## src/rtl/track_mode_ctrl.sv

```systemverilog
`default_nettype none
// ============================================================================
// Module   : track_mode_ctrl
// Brief    : Frame-synchronous auto/manual tracker selector with blanking and
//            lost-target timeout. Optional macro TRACK_AUTOSKIP_EN makes manual
//            stepping skip to the next slot that reports a detection.
// Revision : 1.0 - initial release
// ============================================================================
module track_mode_ctrl #(
    parameter int         NUM_TARGETS  = 16,
    parameter int         LOST_FRAMES  = 30,
    parameter int         BLANK_FRAMES = 2,
    parameter logic [7:0] KEY_AUTO     = 8'h1C,
    parameter logic [7:0] KEY_MANUAL   = 8'h3A,
    parameter logic [7:0] KEY_NEXT     = 8'h74,
    parameter logic [7:0] KEY_PREV     = 8'h6B,
    localparam int        IDX_W        = $clog2(NUM_TARGETS)
) (
    input  logic                   clk,
    input  logic                   reset,
    input  logic                   key_valid,
    input  logic [7:0]             key_code,
    input  logic                   v_sync,
    input  logic                   aim_detected_auto,
    input  logic [NUM_TARGETS-1:0] aim_detected_all,
    output logic                   mode_sel,
    output logic [IDX_W-1:0]       target_idx,
    output logic                   overlay_en,
    output logic                   target_off,
    output logic [1:0]             state_dbg
);

    typedef enum logic [1:0] {
        ST_RUN_AUTO = 2'b00,
        ST_RUN_MAN  = 2'b01,
        ST_BLANK    = 2'b10,
        ST_UNUSED   = 2'b11
    } state_t;

    localparam logic [7:0] c_lost_max   = 8'(LOST_FRAMES);
    localparam logic [3:0] c_blank_init = 4'(BLANK_FRAMES);

    state_t           r_state;
    logic             r_v_sync_prev;
    logic [3:0]       r_blank_cnt;
    logic [7:0]       r_lost_cnt;
    logic             r_pend_mode_vld;
    logic             r_pend_mode;
    logic             r_pend_step_vld;
    logic             r_pend_step_dir;   // 1 = previous slot

    logic             w_fs;
    logic             w_det;
    logic             w_mode_change;
    logic [7:0]       w_lost_inc;
    logic [IDX_W-1:0] w_step_idx;
    logic             w_step_ok;

    assign w_fs          = r_v_sync_prev & ~v_sync;
    assign w_det         = mode_sel ? aim_detected_all[target_idx] : aim_detected_auto;
    assign w_mode_change = r_pend_mode_vld && (r_pend_mode != mode_sel);
    assign w_lost_inc    = (r_lost_cnt >= c_lost_max) ? c_lost_max : r_lost_cnt + 8'd1;
    assign state_dbg     = r_state;

`ifdef TRACK_AUTOSKIP_EN
    logic [IDX_W-1:0] w_cand;

    // Scan farthest-first so the nearest detected slot is the last one written.
    always_comb begin
        w_step_idx = target_idx;
        w_step_ok  = 1'b0;
        w_cand     = target_idx;
        for (int k = NUM_TARGETS - 1; k >= 1; k--) begin
            w_cand = r_pend_step_dir ? IDX_W'(target_idx - IDX_W'(k))
                                     : IDX_W'(target_idx + IDX_W'(k));
            if (aim_detected_all[w_cand]) begin
                w_step_idx = w_cand;
                w_step_ok  = 1'b1;
            end
        end
    end
`else
    always_comb begin
        w_step_idx = r_pend_step_dir ? IDX_W'(target_idx - IDX_W'(1))
                                     : IDX_W'(target_idx + IDX_W'(1));
        w_step_ok  = 1'b1;
    end
`endif

    always_ff @(posedge clk or posedge reset) begin
        if (reset) begin
            r_state         <= ST_BLANK;
            r_v_sync_prev   <= 1'b1;
            r_blank_cnt     <= c_blank_init;
            r_lost_cnt      <= 8'd0;
            r_pend_mode_vld <= 1'b0;
            r_pend_mode     <= 1'b0;
            r_pend_step_vld <= 1'b0;
            r_pend_step_dir <= 1'b0;
            mode_sel        <= 1'b0;
            target_idx      <= '0;
            overlay_en      <= 1'b0;
            target_off      <= 1'b1;
        end else begin
            r_v_sync_prev <= v_sync;

            if (w_fs) begin
                // Every frame start consumes whatever was pending before it.
                r_pend_mode_vld <= 1'b0;
                r_pend_step_vld <= 1'b0;

                case (r_state)
                    ST_RUN_AUTO, ST_RUN_MAN: begin
                        if (w_mode_change) begin
                            r_state     <= ST_BLANK;
                            mode_sel    <= r_pend_mode;
                            r_blank_cnt <= c_blank_init;
                            r_lost_cnt  <= 8'd0;
                            overlay_en  <= 1'b0;
                            target_off  <= 1'b1;
                        end else begin
                            overlay_en <= 1'b1;
                            if (w_det) begin
                                r_lost_cnt <= 8'd0;
                                target_off <= 1'b0;
                            end else begin
                                r_lost_cnt <= w_lost_inc;
                                if (w_lost_inc >= c_lost_max)
                                    target_off <= 1'b1;
                            end
                            if ((r_state == ST_RUN_MAN) && r_pend_step_vld && w_step_ok) begin
                                target_idx <= w_step_idx;
                                r_lost_cnt <= 8'd0;
                            end
                        end
                    end
                    default: begin
                        overlay_en <= 1'b0;
                        target_off <= 1'b1;
                        if (w_mode_change) begin
                            r_state     <= ST_BLANK;
                            mode_sel    <= r_pend_mode;
                            r_blank_cnt <= c_blank_init;
                            r_lost_cnt  <= 8'd0;
                        end else if (r_blank_cnt <= 4'd1) begin
                            r_state     <= mode_sel ? ST_RUN_MAN : ST_RUN_AUTO;
                            r_blank_cnt <= 4'd0;
                            overlay_en  <= 1'b1;
                        end else begin
                            r_state     <= ST_BLANK;
                            r_blank_cnt <= r_blank_cnt - 4'd1;
                        end
                    end
                endcase
            end

            // A key arriving on the frame-start cycle is kept for the next frame.
            if (key_valid) begin
                if (key_code == KEY_AUTO) begin
                    r_pend_mode_vld <= 1'b1;
                    r_pend_mode     <= 1'b0;
                end else if (key_code == KEY_MANUAL) begin
                    r_pend_mode_vld <= 1'b1;
                    r_pend_mode     <= 1'b1;
                end else if (key_code == KEY_NEXT) begin
                    r_pend_step_vld <= 1'b1;
                    r_pend_step_dir <= 1'b0;
                end else if (key_code == KEY_PREV) begin
                    r_pend_step_vld <= 1'b1;
                    r_pend_step_dir <= 1'b1;
                end
            end
        end
    end

endmodule
`default_nettype wire

```

## config.mk

```make
export PLATFORM = sky130hd
export DESIGN_NAME = track_mode_ctrl
export DESIGN_NICKNAME = d
export VERILOG_FILES = /design/src/rtl/track_mode_ctrl.sv
export SDC_FILE = /design/constraint.sdc
export NUM_CORES = 1
export LEC_CHECK = 0
export BUFFER_PORTS_ARGS = -buffer_cell sky130_fd_sc_hd__buf_2
export CORE_MARGIN = 10
export CORE_UTILIZATION = 40
export DETAILED_ROUTE_END_ITERATION = 7
export GPL_ROUTABILITY_DRIVEN = 0
export PLACE_DENSITY = 0.76
export SETUP_SLACK_MARGIN = 0.02
export SYNTH_ARGS = -nofsm -noshare
export SYNTH_HDL_FRONTEND = slang
export SYNTH_SLANG_ARGS = --single-unit
```

## constraint.sdc

```tcl
create_clock -name clk -period 2.1 [get_ports clk]
set_input_delay 0.21 -clock clk [delete_from_list [all_inputs] [get_ports clk]]
set_output_delay 0.21 -clock clk [all_outputs]
set_load 0.02 [all_outputs]
```

==> results of run 1 <==
-- cell type report --
class / instances / area (um^2) / share of cell area
clock buffers: 4 / 55.1 / 0.0289
inverters: 8 / 30.0 / 0.0158
repair buffers: 45 / 248 / 0.130
well taps: 48 / 60.1 / 0.0316
flip-flops and latches: 26 / 657 / 0.345
multi-input cells: 115 / 852 / 0.448
-- synth_stat cells, drive strengths merged, types with 2 or more instances --
cell type   n  area [um^2]
dfrtp      22          551
nand2      16         60.1
nor2       10         37.5
mux2i       9         90.1
inv         8         30.0
ha          6         75.1
nand3       6         30.0
nor2b       6         37.5
a21oi       5         25.0
xnor2       5         43.8
a32o        4         40.0
dfstp       4          105
o21ai       4         20.0
a21o        3         22.5
a41oi       3         26.3
and2        3         18.8
clkbuf      3         11.3
mux2        3         33.8
nand2b      3         18.8
nor3        3         15.0
xor2        3         26.3
a22o        2         17.5
buf         2         16.3
or3         2         12.5
-- sequential cells by signal, summed over array words and instances, names as in the netlist --
register and flops:
target_off 1, r_v_sync_prev 1, target_idx 4, r_pend_step_vld 1
overlay_en 1, state_dbg 2, r_lost_cnt 8, r_pend_mode_vld 1
mode_sel 1, r_pend_step_dir 1, r_blank_cnt 4, r_pend_mode 1
-- kinds of logic after synthesis --
family | Yosys count | share of synthesized area
AO/OA/AOI/OAI | 32 | 0.160
XOR/XNOR | 8 | 0.0452
adder cells (fa/ha/maj) | 7 | 0.0613
buffers and inverters | 13 | 0.0371
flip-flops | 26 | 0.423
multiplexers | 13 | 0.0944
AND/OR/NAND/NOR | 55 | 0.179
-- worst paths after layout --
kind / startpoint / endpoint / depth (start not counted)
setup / recovery: target_idx[1] / r_lost_cnt[2] / 5
hold / removal: v_sync / r_v_sync_prev / 1
setup reg to reg: target_idx[1] / r_lost_cnt[2] / 5
hold reg to reg: overlay_en / overlay_en / 2
max in group asynchronous: reset / state_dbg[1] / 4
min in group asynchronous: reset / r_lost_cnt[1] / 3
-- cell usage in the layout (no fill, tap or decap), drive strengths merged, types with 2 or more instances in the layout --
cell type  synthesis  routed
a21o               3       3
a21oi              5       5
a22o               2       2
a32o               4       4
a41oi              3       3
and2               3       3
buf                2      44
clkbuf             3       4
dfrtp             22      22
dfstp              4       4
ha                 6       6
inv                8       8
mux2               3       3
mux2i              9       9
nand2             16      16
nand2b             3       3
nand3              6       6
nor2              10      10
nor2b              6       6
nor3               3       3
o21ai              4       4
or3                2       2
xnor2              5       5
xor2               3       3
-- power groups by stage --
stage          Combinational (mW)  Sequential [mW]  Clock [mW]
4_1_cts                     0.158            0.558       0.329
2_1_floorplan              0.0939            0.565           0
6_report                    0.157            0.558       0.319
3_3_place_gp                0.152            0.566           0
5_1_grt                     0.178            0.563       0.352
3_5_place_dp                0.156            0.567           0
-- repair_timing --
action                     in CTS  in global routing
hold endpoints to repair       10                  0
gates resized for setup         0                  3
hold buffers                    1                  0
setup endpoints to repair       0                  5
-- metal layers --
metal | share of wire | track usage | up-vias
met5 | 0 | 0 | -
met4 | 0.017 | 0.0544 | 0
met2 | 0.52 | 0.186 | 25
met1 | 0.43 | 0.121 | 648
met3 | 0.031 | 0.0205 | 5
li1 | - | - | 647
-- worst max-delay path: stages (launching register included) --
cell	delay, ns
dfrtp_2	0.48
mux2i_1	0.13
mux4_2	0.45
and3b_1	0.17
or3_4	0.40
a32o_1	0.23
-- metrics by stage --
stage          TNS, ns   util
3_5_place_dp         0  0.491
2_1_floorplan  -0.0284      -
6_report             0  0.512
4_1_cts              0  0.508
5_1_grt              0  0.512
3_3_place_gp         0  0.491
==> reports/metrics.yaml, run 1 <==
die:
  rows: 22
  floorplan.die.width_um: 82.3
  floorplan.io_pins: 38
  die_height_um: 82.3
  dieArea_um2: 6770
  core_area_um2: 3720
  initial_core_util: 0.418
clock_network:
  htree_num_levels: 1
  clock_sinks: 26
  clkTransAtPathRegs_ns: 0.09
  buffers_inserted_during_post_cts_setup_optimization: 0
  clock_tree.buffer_depth: 2
  cts_tree: "yes"
  number_of_cts_inserted_buffers: 3
  worstSkewPairLatency_ns: 0.27
  cts.root.buffer_cell: "clkbuf_8"
worst_setup_path:
  timing.critical_path.required_ns: 2.26
  path_max_fanout: 8
  worst_setup_path_end_kind: "flop"
  setup.reg_to_reg.worst_slack_ns: 0.13
  startpoint_type: "flop"
  cp.arrival_ns: 2.14
  critical_path_class: "flop to flop"
pwr:
  p_seq_frac: 0.540
  power_mw: 1.03
  power_leakage_nw: 0.988
  power_frac_clock: 0.309
  p_sw_uw: 261
  pwr_density_cell_nw_per_um2: 544
  worst_ir_drop_vdd_v: 0.000188
  internal-power_uw: 773
  switching_share: 0.253
  comb_power_share: 0.152
sta:
  worst_slew_pin_slew_ns: 0.467
  setup_failing_eps_final: 0
  timing.fmax_ghz: 0.507
  finalCritPeriodShare: 0.939
  postLayoutSetupSlackWorst_ns: 0.128
  timing_hold_violations_final: 0
  rsz0062_at_grt: "no"
  period_needed_ns: 1.97
  slew-limit-headroom: 0.687
  hold_ws_ns: 0.0623
  finClkSkew_ns: 0.00314
  timing.final.max_slew_violations: 0
routing:
  post-route-drc-count: 0
  finalWirelength_mm: 3.39
  drtAntennaViolNets: 0
  avgRoutedWirePerCell_um: 13.8
  drt_first_pass_iters: 4
  dr.first_iter.drc_count: 68
  post_drt_via_cell_ratio: 5.39
  via_count: 1325
placement:
  numPlacedInstances: 241
  hpwl_mm: 2.71
  detailedPlace.worstSlack_ns: 0.0652
  dpl_cell_area_um2: 1820
  port_buffers: 37
logic_synthesis:
  synth_edf_count: 0
  synth-seq-cells: 26
  post_synth_num_cell_types: 44
  yosysWarningCount: 0
  synth_fp_nets: 190
  synth_sequential_area_ratio: 0.423
  post_synth_inst_count: 154
  ys_dominant_reg_cell: "dfrtp_1"
  synth.cell_area_um2: 1550
  post_synth.cell_area_avg_um2: 10.1
  async_reset_ff_frac: 1.00
status:
  run_status: "finished clean"
grt:
  grtUsageTotal: 0.107
  wire_length_of_the_first_global_routing_pass_mm: 5.82
  via_count_of_the_first_global_routing_pass: 1343
  largest_net_degree_at_the_start_of_global_routing: 15
  globalRouteOverflowTotal: 0
  grt_antenna_before_repair: 0
cells_and_area:
  layout-area-overhead-vs-synth_pct: 22.6
  post-route-cell-area_um2: 1900
  final_cell_count_no_fill: 246
  drive_gt1_frac: 0.313
  num_antenna_cells: 0
  n_fill_cell: 351
  final_nets: 235
min_path:
  hold_path_class: "input pin to flop"
run:
  number_of_maximum_capacitance_constraint_violations: 0
Note: power is estimated with default switching activity, not from simulation.
==> inputs of run 2 (changes only) <==
--- a/config.mk
+++ b/config.mk
@@ -8,8 +8,10 @@
 export BUFFER_PORTS_ARGS = -buffer_cell sky130_fd_sc_hd__buf_2
 export CORE_MARGIN = 10
 export CORE_UTILIZATION = 40
+export CTS_CLUSTER_DIAMETER = 120
 export DETAILED_ROUTE_END_ITERATION = 7
 export GPL_ROUTABILITY_DRIVEN = 0
+export HOLD_SLACK_MARGIN = 0.15
 export PLACE_DENSITY = 0.76
 export SETUP_SLACK_MARGIN = 0.02
 export SYNTH_ARGS = -nofsm -noshare
==> reports/metrics.yaml, run 2 (same netlist as run 1, synthesis figures left out) <==
sta:
  setup_failing_eps_final: 0
  timing.final.max_slew_violations: 0
  rsz0062_at_grt: "no"
  finalCritPeriodShare: 0.939
  slew-limit-headroom: 0.681
  period_needed_ns: 1.97
  setup_total_negative_slack_ns: 0
  timing_hold_violations_final: 0
  worst_slew_pin_slew_ns: 0.478
  timing.fmax_ghz: 0.507
  finClkSkew_ns: 0.00320
clock_network:
  clock_sinks: 26
  buffers_inserted_during_post_cts_setup_optimization: 0
  htree_num_levels: 1
  cts_tree: "yes"
  cts.root.buffer_cell: "clkbuf_8"
  clkTransAtPathRegs_ns: 0.09
  number_of_cts_inserted_buffers: 3
  worstSkewPairLatency_ns: 0.27
  clock_tree.buffer_depth: 2
die:
  die_height_um: 82.3
  dieArea_um2: 6770
  floorplan.io_pins: 38
  floorplan.die.width_um: 82.3
  initial_core_util: 0.418
  core_area_um2: 3720
  rows: 22
routing:
  post-route-drc-count: 0
  dr.first_iter.drc_count: 76
  drt_first_pass_iters: 4
  drtAntennaViolNets: 0
  via_count: 1323
  post_drt_via_cell_ratio: 5.36
  avgRoutedWirePerCell_um: 13.8
  finalWirelength_mm: 3.40
worst_setup_path:
  worst_setup_path_end_kind: "flop"
  master_of_the_slowest_instance_on_the_critical_path: "dfrtp_2"
  crit_family: "multiplexers"
  timing.critical_path.required_ns: 2.26
  startpoint_type: "flop"
  worstPathBufferInverterCount: 0
  crit_path_cell_trace: "mux2i_1, mux4_2, and3b_1, or3_4, a32o_1"
  worst_r2r_endpoint: "r_lost_cnt[2]"
  setup.reg_to_reg.worst_slack_ns: 0.13
  crit_path_max_incr_delay_ns: 0.48
  r2r_cells: 5
  cp.arrival_ns: 2.14
  critical_path_class: "flop to flop"
  path_max_fanout: 8
  worst_r2r_startpoint: "target_idx[1]"
pwr:
  pwr_density_cell_nw_per_um2: 542
  worst_ir_drop_vdd_v: 0.000188
  power_leakage_nw: 0.992
min_path:
  hold_end: "r_pend_step_dir"
  hold_path_class: "input pin to flop"
  worst_hold_path.num_cells: 2
  hold_startpoint: "key_valid"
grt:
  grtUsageTotal: 0.107
  largest_net_degree_at_the_start_of_global_routing: 15
  globalRouteOverflowTotal: 0
  via_count_of_the_first_global_routing_pass: 1343
  grt_antenna_before_repair: 0
  wire_length_of_the_first_global_routing_pass_mm: 5.82
status:
  run_status: "finished clean"
cells_and_area:
  largest_reg_flops: 8
  largest-register: "r_lost_cnt"
  layout.cells.most_common_list: "buf_2, dfrtp_1, nand2_1"
  final_nets: 236
  num_antenna_cells: 0
  drive_gt1_frac: 0.312
  final_core_utilization: 0.514
  layout.cells.most_common: "buf_2"
  layout-area-overhead-vs-synth_pct: 23.2
  n_fill_cell: 350
  biggestRegsByFlops: "r_lost_cnt: 8 flops, r_blank_cnt: 4 flops, target_idx: 4 flops"
placement:
  port_buffers: 37
  hpwl_mm: 2.71
run:
  number_of_maximum_capacitance_constraint_violations: 0
run 2: what timing repair did:
action                                  in CTS  in global routing
hold endpoints to repair                    11                  0
endpoints found under the setup margin       0                  5
gates resized for setup                      0                  3
hold buffers                                 2                  0
run 2: report_power, final:
| group | total (mW) | internal (mW) | switching [mW] |
|---|---|---|---|
| combinational | 0.158 | 0.0791 | 0.0791 |
| sequential | 0.558 | 0.527 | 0.0306 |
| clock | 0.319 | 0.168 | 0.152 |
run 2: through the flow:
step	cell area, um^2	cells	power, mW	setup slack [ns]	hold WS, ns
floorplan	1550	154	0.659	-0.00709	0.214
global placement	1820	241	0.717	0.0807	0.260
detailed placement	1820	241	0.724	0.0652	0.243
CTS	1900	247	1.05	0.0515	0.183
global route	1910	247	1.09	0.0453	0.190
finish	1910	247	1.04	0.128	0.187
run 2: layout make-up:
cell class,instances,area (um^2),area share
sequential,26,657,0.344
timing repair buffer,46,258,0.135
multi-input combinational,115,852,0.446
clock buffer,4,55.1,0.0288
inverter,8,30.0,0.0157
tap,48,60.1,0.0314
run 2: how the worst max path moves through the flow:
stage,from,to,cells past startpoint
after global placement,target_idx[1],r_lost_cnt[1],5
after detailed placement,target_idx[1],r_lost_cnt[1],5
after global routing,r_lost_cnt[0],r_lost_cnt[0],7
after floorplan,target_idx[1],r_lost_cnt[2],7
final,target_idx[1],r_lost_cnt[2],5
after CTS,target_idx[1],r_lost_cnt[1],5
run 2: routing by layer:
metal	track usage	share of wire
met2	0.186	0.52
met5	0	0
met1	0.121	0.43
met3	0.0205	0.030
met4	0.0544	0.017
==> inputs of run 3 (changes only) <==
--- a/config.mk
+++ b/config.mk
@@ -6,8 +6,9 @@
 export NUM_CORES = 1
 export LEC_CHECK = 0
 export BUFFER_PORTS_ARGS = -buffer_cell sky130_fd_sc_hd__buf_2
-export CORE_MARGIN = 10
+export CORE_MARGIN = 3
 export CORE_UTILIZATION = 40
+export CTS_BUF_LIST = sky130_fd_sc_hd__clkbuf_16
 export CTS_CLUSTER_DIAMETER = 120
 export DETAILED_ROUTE_END_ITERATION = 7
 export GPL_ROUTABILITY_DRIVEN = 0
==> reports/metrics.yaml, run 3 (same netlist as run 1, synthesis figures left out) <==
die:
  initial_core_util: 0.421
  floorplan.die.width_um: 68.3
  core_area_um2: 3690
  dieArea_um2: 4660
  die_height_um: 68.3
  floorplan.io_pins: 38
  rows: 22
cells_and_area:
  layout-area-overhead-vs-synth_pct: 24.2
  layout.cells.most_common_list: "buf_2, dfrtp_1, nand2_1"
  largest_reg_flops: 8
  drive_gt1_frac: 0.296
  biggestRegsByFlops: "r_lost_cnt: 8 flops, r_blank_cnt: 4 flops, target_idx: 4 flops"
  post-route-cell-area_um2: 1930
  n_fill_cell: 361
  final_nets: 236
  layout.cells.most_common: "buf_2"
  largest-register: "r_lost_cnt"
  num_antenna_cells: 0
sta:
  timing.final.max_slew_violations: 0
  finalCritPeriodShare: 0.932
  timing.fmax_ghz: 0.511
  period_needed_ns: 1.96
  postLayoutSetupSlackWorst_ns: 0.144
  worst_slew_pin_slew_ns: 0.424
  rsz0062_at_grt: "no"
  timing_hold_violations_final: 0
  setup_failing_eps_final: 0
  finClkSkew_ns: 0.00258
  slew-limit-headroom: 0.715
grt:
  via_count_of_the_first_global_routing_pass: 1260
  grt_antenna_before_repair: 0
  grtUsageTotal: 0.149
  largest_net_degree_at_the_start_of_global_routing: 27
  globalRouteOverflowTotal: 0
  wire_length_of_the_first_global_routing_pass_mm: 5.38
clock_network:
  buffers_inserted_during_post_cts_setup_optimization: 0
  clock_tree.buffer_depth: 2
  worstSkewPairLatency_ns: 0.26
  clock_sinks: 26
  clkTransAtPathRegs_ns: 0.06
  cts_tree: "yes"
  number_of_cts_inserted_buffers: 3
  cts.root.buffer_cell: "clkbuf_16"
  htree_num_levels: 1
routing:
  post-route-drc-count: 0
  drt_first_pass_iters: 4
  finalWirelength_mm: 3.12
  avgRoutedWirePerCell_um: 12.6
  drtAntennaViolNets: 0
  dr.first_iter.drc_count: 57
  via_count: 1317
  post_drt_via_cell_ratio: 5.33
placement:
  detailedPlace.worstSlack_ns: 0.0730
  dpl_cell_area_um2: 1820
  hpwl_mm: 2.49
  port_buffers: 37
worst_setup_path:
  timing.critical_path.required_ns: 2.24
  worst-path-stages: 5
  cp.arrival_ns: 2.10
  r2r_cells: 5
  crit_path_cell_trace: "mux2i_1, mux4_2, and3b_1, or3_4, a32o_1"
  crit_family: "multiplexers"
  worstPathBufferInverterCount: 0
  startpoint_type: "flop"
  worst_setup_path_end_kind: "flop"
  crit_path_max_incr_delay_ns: 0.46
  path_max_fanout: 6
  master_of_the_slowest_instance_on_the_critical_path: "mux4_2"
  critical_path_class: "flop to flop"
pwr:
  pwr_density_cell_nw_per_um2: 584
  power_mw: 1.13
  power_leakage_nw: 0.999
  worst_ir_drop_vdd_v: 0.000228
min_path:
  worst_hold_path.num_cells: 2
  hold_path_class: "input pin to flop"
status:
  run_status: "finished clean"
run:
  number_of_maximum_capacitance_constraint_violations: 0
==> run 3: cell count changes in the layout (fill, tap and decap cells not counted), sizes merged <==
cell,previous run,this run
clkinv,0,1
clkbuf,4,3
==> run 3: worst paths after layout <==
kind	slack, ns	endpoint	from
max in group asynchronous	1.26	r_v_sync_prev	reset
worst min-delay path	0.22	r_pend_step_dir	key_code[6]
worst max register to register	0.14	r_lost_cnt[1]	target_idx[1]
worst max-delay path	0.14	r_lost_cnt[1]	target_idx[1]
worst min register to register	0.48	r_lost_cnt[5]	r_lost_cnt[5]
min in group asynchronous	0.54	r_lost_cnt[2]	reset
==> run 3: report_power, final <==
| part | switching (mW) | total [mW] | internal, mW |
|---|---|---|---|
| sequential | 0.0287 | 0.557 | 0.528 |
| combinational | 0.0782 | 0.157 | 0.0789 |
| clock | 0.157 | 0.412 | 0.254 |
==> run 3: stage by stage <==
stage / hold WS, ns / cells / utilization / TNS, ns
floorplan: 0.214 / 154 / - / -0.0284
global placement: 0.278 / 241 / 0.494 / 0
detailed placement: 0.280 / 241 / 0.494 / 0
CTS: 0.211 / 247 / 0.521 / 0
global route: 0.235 / 247 / 0.522 / 0
finish: 0.215 / 247 / 0.522 / 0
==> run 3: what timing repair did <==
item,CTS,global route
endpoints found under the hold margin,23,0
endpoints found under the setup margin,0,5
hold buffers,2,0
gates resized for setup,0,1
==> run 3: routing by layer <==
metal  routed length, um  part of all wire  global-route usage
met1                1380              0.44               0.194
met2                1630              0.52               0.261
met4                  22            0.0071              0.0397
met3                  76             0.024              0.0148
met5                   0                 0                   0
==> run 3: cell type report <==
cell class	count	area, um^2	share of cell area
Clock buffer	3	75.1	0.0390
Tap cell	48	60.1	0.0312
Inverter	8	30.0	0.0156
Clock inverter	1	3.75	0.00195
Sequential cell	26	657	0.341
Timing Repair Buffer	46	258	0.134
Multi-Input combinational cell	115	843	0.438
